--- src/rtl/output_event_serializer.sv ---
// Output event serializer: captures monitor output events into a FIFO and
// drains each event as a header word followed by one word per active output.
module output_event_serializer #(
    parameter int NUM_OUT = 5,
    parameter int DEPTH   = 8
) (
    input  logic                     clk,
    input  logic                     rst,
    input  logic                     en,
    input  logic signed [63:0]       output_k [NUM_OUT],
    input  logic [NUM_OUT-1:0]       output_k_aktv,
    output logic                     out_valid,
    input  logic                     out_ready,
    output logic [63:0]              out_data,
    output logic                     out_is_header,
    output logic                     out_last,
    output logic                     overflow,
    output logic [15:0]              drop_count,
    output logic [$clog2(DEPTH):0]   fifo_level
);

    localparam int AW = $clog2(DEPTH);
    localparam int LW = AW + 1;
    localparam int IW = (NUM_OUT > 1) ? $clog2(NUM_OUT) : 1;

    typedef enum logic [1:0] {
        IDLE,
        HEADER,
        DATA
    } state_t;

    state_t state;
    state_t state_next;

    // Event storage: one timestamp, one mask and NUM_OUT values per entry
    logic [47:0]        ts_mem   [DEPTH];
    logic [NUM_OUT-1:0] mask_mem [DEPTH];
    logic [63:0]        val_mem  [DEPTH][NUM_OUT];

    logic [47:0]   ts;
    logic [AW-1:0] wr_ptr;
    logic [AW-1:0] rd_ptr;
    logic [IW-1:0] cur_idx;

    logic               capture_req;
    logic               fifo_full;
    logic               push;
    logic               pop;
    logic               drop;
    logic               handshake;
    logic [LW-1:0]      level_next;

    logic [47:0]        head_ts;
    logic [NUM_OUT-1:0] head_mask;
    logic [63:0]        head_val;
    logic [4:0]         hdr_mask;
    logic [63:0]        header_word;

    logic [IW-1:0]      low_idx;
    logic               low_found;
    logic [IW-1:0]      next_idx;
    logic               has_next;

    assign capture_req = en && (|output_k_aktv) && !rst;
    assign fifo_full   = (fifo_level == LW'(DEPTH));
    assign handshake   = out_valid && out_ready;
    assign pop         = (state == DATA) && handshake && !has_next;
    // A full FIFO still accepts a capture when the head leaves on the same edge
    assign push        = capture_req && (!fifo_full || pop);
    assign drop        = capture_req && fifo_full && !pop;
    assign level_next  = fifo_level + LW'(push) - LW'(pop);

    assign head_ts   = ts_mem[rd_ptr];
    assign head_mask = mask_mem[rd_ptr];
    assign head_val  = val_mem[rd_ptr][cur_idx];

    // Write the captured event into the slot at the write pointer
    always_ff @(posedge clk) begin
        if (push) begin
            ts_mem[wr_ptr]   <= ts;
            mask_mem[wr_ptr] <= output_k_aktv;
            for (int k = 0; k < NUM_OUT; k++) begin
                val_mem[wr_ptr][k] <= output_k[k];
            end
        end
    end

    // Timestamp, FIFO pointers/level and drop accounting
    always_ff @(posedge clk or posedge rst) begin
        if (rst) begin
            ts         <= '0;
            wr_ptr     <= '0;
            rd_ptr     <= '0;
            fifo_level <= '0;
            overflow   <= 1'b0;
            drop_count <= '0;
        end else begin
            if (en) begin
                ts <= ts + 48'd1;
            end
            if (push) begin
                wr_ptr <= wr_ptr + AW'(1);
            end
            if (pop) begin
                rd_ptr <= rd_ptr + AW'(1);
            end
            fifo_level <= level_next;
            if (drop) begin
                overflow <= 1'b1;
                if (drop_count != 16'hFFFF) begin
                    drop_count <= drop_count + 16'd1;
                end
            end
        end
    end

    // Find the lowest set mask bit and the next set bit above the current index
    always_comb begin
        low_idx   = '0;
        low_found = 1'b0;
        for (int i = 0; i < NUM_OUT; i++) begin
            if (head_mask[i] && !low_found) begin
                low_idx   = IW'(i);
                low_found = 1'b1;
            end
        end
        next_idx = '0;
        has_next = 1'b0;
        for (int i = NUM_OUT - 1; i >= 0; i--) begin
            if (head_mask[i] && (IW'(i) > cur_idx)) begin
                next_idx = IW'(i);
                has_next = 1'b1;
            end
        end
    end

    // Build the header word with the mask zero-extended into a 5-bit field
    always_comb begin
        hdr_mask = '0;
        for (int i = 0; i < NUM_OUT && i < 5; i++) begin
            hdr_mask[i] = head_mask[i];
        end
        header_word = {1'b1, 10'b0, hdr_mask, head_ts};
    end

    // Track which output value of the head entry is being sent
    always_ff @(posedge clk or posedge rst) begin
        if (rst) begin
            cur_idx <= '0;
        end else if (state == HEADER && handshake) begin
            cur_idx <= low_idx;
        end else if (state == DATA && handshake && has_next) begin
            cur_idx <= next_idx;
        end
    end

    // Serializer state register
    always_ff @(posedge clk or posedge rst) begin
        if (rst) begin
            state <= IDLE;
        end else begin
            state <= state_next;
        end
    end

    // Serializer next-state logic
    always_comb begin
        state_next = state;
        case (state)
            IDLE: begin
                if (fifo_level != '0) begin
                    state_next = HEADER;
                end
            end
            HEADER: begin
                if (handshake) begin
                    state_next = DATA;
                end
            end
            DATA: begin
                if (handshake && !has_next) begin
                    state_next = (level_next != '0) ? HEADER : IDLE;
                end
            end
            default: state_next = IDLE;
        endcase
    end

    // Serializer outputs, derived only from state and the FIFO head
    always_comb begin
        out_valid     = 1'b0;
        out_is_header = 1'b0;
        out_last      = 1'b0;
        out_data      = '0;
        case (state)
            HEADER: begin
                out_valid     = 1'b1;
                out_is_header = 1'b1;
                out_data      = header_word;
            end
            DATA: begin
                out_valid = 1'b1;
                out_last  = !has_next;
                out_data  = head_val;
            end
            default: begin
                out_valid = 1'b0;
            end
        endcase
    end

endmodule

--- config.mk ---
export PLATFORM = sky130hd
export DESIGN_NAME = output_event_serializer
export DESIGN_NICKNAME = d
export VERILOG_FILES = /design/src/rtl/output_event_serializer.sv
export SDC_FILE = /design/constraint.sdc
export NUM_CORES = 2
export LEC_CHECK = 0
export CORE_MARGIN = 5
export CORE_UTILIZATION = 37
export CTS_CLUSTER_DIAMETER = 80
export DETAILED_ROUTE_END_ITERATION = 10
export GPL_ROUTABILITY_DRIVEN = 0
export GPL_TIMING_DRIVEN = 1
export PLACE_DENSITY = 0.65
export RECOVER_POWER = 100
export SYNTH_ARGS = -nofsm -noshare
export SYNTH_HDL_FRONTEND = slang
export SYNTH_SLANG_ARGS = --single-unit
--- constraint.sdc ---
create_clock -name clk -period 43.6 [get_ports clk]
set_clock_uncertainty 0.1 [all_clocks]
set_input_delay 4.36 -clock clk [delete_from_list [all_inputs] [get_ports clk]]
set_output_delay 4.36 -clock clk [all_outputs]
set_load 0.01 [all_outputs]
==> results.ini <==
[synth]
syn_avg_cell_area_sq_um=22.91
yosysTopAreaCell=edfxtp_1
synthFlopType=edfxtp_1
synth_most_common_cell=edfxtp_1
yosys-top-cells-count=edfxtp_1, mux4_2, mux2i_1, clkbuf_1, buf_2
synth_cells=5141
synth_area_leaders=edfxtp_1, mux4_2, mux2i_1
synth_seq_cells=3064
synth.cell_area_sq_um=117800
async_flop_share=0.02611
synth_fp_nets=5484
ys_types=58
synth_top_area_share=0.7607
ys_warn_count=0
seq_area_frac_synth=0.7776
synth_edf_count=2984

[clocking]
cts_setup_buffers=0
cts_hold_buf=0
clk_latency_ns=0.93
cts_num_sinks=3064
cts_root_buffer=clkbuf_16
clock_path_buffers=4
cts_made_buffers=322
cts_tree=built
cts_resized=0
h-tree-depth=5
clk_pin_slew_ns=0.06

[routing]
firstDrtPassIters=7
vias=55575
ant_nets=0
routedWlPerCell_um=28.08
drc=0
wirelength_um=287100
drt_iter0_markers=5458
vias_per_cell=5.435

[global_route]
grt_pass1_vias=56536
busiest_layer=met2
grt_use_met3=0.04253
grt_pass1_wl_um=413900
grt-ovfl-total=0
gr-usage-met1=0.2312
grt_usage=0.1700
grt_use_met2=0.2752
grt_max_degree=130
antenna_found_initial=210

[timing]
worst_hold_slack_ns=0.3839
fin_tns_setup_ns=0
period_share=0.5993
finalMaxSlewViolations=1889
hold_viol_final=0
worst_slack_ns=17.47
tightestPinTransition_ns=8.105
setup-violations-final=0
rsz0062_at_grt=false
max_slew_margin=-4.403
max_freq_mhz=38.27
final.min_clock_period_ns=26.13

[floorplanning]
fp.dieArea_sq_um=329800
rows=207
core_area_sq_um=317500
start_util=0.3710
die_w_um=574.3
dieHeight_um=574.3
io-pin-count=417

[critical_path]
crit_fanout=119
critPathKind=flip-flop to flip-flop
critPathRequiredTime_ns=43.92
crit-reg2reg-launch=rd_ptr[2]$_DFFE_PP0N_
crit_arrival_ns=26.45
startpoint=rd_ptr[2]$_DFFE_PP0N_
start_kind=flip-flop
endpoint_kind=flip-flop

[finish]
multiInputGateArea_sq_um=24930
drive_above_1_share=0.2280
seqCellArea_sq_um=91620
area_growth_pct=16.62
num-fill-cells=26785
final_nets=6054
postLayoutCellArea_sq_um=137400
fin_cells=10226

[worst_hold_path]
hp-class=flip-flop to flip-flop
hold_start=drop_count[9]$_DFFE_PP0P_

[placed_design]
pre_cts_ws_ns=32.47
post-dp-hpwl_um=168200
port_buffers=416
placed_cell_area_sq_um=127100
dp_cells=9567

[power]
peakVddDrop_mv=0.04826
p_leak_uw=0.04204
powerDensity_nw_per_um2=58.31

[run_status]
violations=max-capacitance violations, max-slew violations
outcome=complete, but fails checks

[job]
drv_cap=43

cells by family (layout without fill, tap and decap cells):
family                     count (synthesis)  after routing  synth area share
DFF                                     3064           3064            0.7776
muxes                                   1089           1089            0.1731
and+or+nand+nor                          327            327           0.01358
AOI/OAI and AO/OA                        294            294           0.01793
buffers and inverters                    286           1122           0.01126
xor gates and xnor gates                  67             67          0.004981
adders and majority gates                 14             14          0.001551
other                                      0             69                 0
stage by stage:
stage | total power (uW) | util
5_1_grt | 8342 | 0.4322
2_1_floorplan | 4939 | -
6_report | 8010 | 0.4326
3_5_place_dp | 5445 | 0.4001
3_3_place_gp | 5425 | 0.4001
4_1_cts | 8124 | 0.4328
worst max-delay path, stage by stage, from the launching register on:
cell      delay, ns
dfrtp_1        2.08
clkbuf_1       5.17
clkbuf_1       6.12
clkbuf_1       2.50
mux4_2         0.74
o22ai_1        0.18
nor4_1         0.76
clkbuf_1       0.93
o211ai_1       0.42
nor2_1         2.59
buf_12         0.46
buf_4          0.70
buf_4          0.79
clkbuf_1       1.73
flip-flops by register name (all words and copies together), names as in the netlist, 2 cells and up:
register,cells
cur_idx,3
drop_count,16
ts,48
fifo_level,4
mask_mem,40
wr_ptr,3
val_mem,2560
state,2
rd_ptr,3
ts_mem,384
layer usage:
layer / share of wire / up-vias
met5: 0.0015 / -
li1: - / 23131
met2: 0.48 / 2048
met3: 0.080 / 590
met1: 0.41 / 29738
met4: 0.028 / 68
power by group:
| group | internal (uW) | leakage, uW | total [uW] | switching [uW] |
|---|---|---|---|---|
| registers | 3470 | 0.0282 | 3550 | 79.9 |
| clock network | 1550 | 0.00506 | 2680 | 1120 |
| logic | 773 | 0.00876 | 1790 | 1010 |
final timing paths:
check | to | slack, ns | cells past startpoint
max reg2reg | val_mem[5][8]$_DFFE_PP_ | 17.47 | 13
max in group asynchronous | cur_idx[0]$_DFFE_PP0P_ | 34.89 | 3
min reg2reg | drop_count[9]$_DFFE_PP0P_ | 0.38 | 1
max | val_mem[5][8]$_DFFE_PP_ | 17.47 | 13
min in group asynchronous | drop_count[11]$_DFFE_PP0P_ | 4.12 | 2
min | drop_count[9]$_DFFE_PP0P_ | 0.38 | 1
cell type report:
class	count	share of cell area
Inverter	14	0.0003916
Multi-Input combinational cell	1791	0.1815
Antenna cell	69	0.001257
Clock buffer	396	0.06167
Clock inverter	194	0.01383
Sequential cell	3064	0.6669
Tap cell	4180	0.03807
Timing Repair Buffer	518	0.03640
placed cells by master (no fill, tap or decap), types with 47 or more instances in the layout:
cell / synthesis / layout
clkbuf_16: 0 / 327
nor2_1: 82 / 78
a211oi_1: 62 / 62
diode_2: 0 / 69
dlygate4sd3_1: 0 / 411
mux2i_1: 258 / 258
o221ai_1: 47 / 47
dfrtp_1: 80 / 76
clkinv_1: 1 / 73
mux2_2: 80 / 80
clkinv_2: 0 / 56
clkbuf_1: 128 / 107
edfxtp_1: 2984 / 2984
nand2_1: 92 / 88
mux4_2: 750 / 750
a21oi_1: 59 / 59
Note: power is estimated with default switching activity, not from simulation.
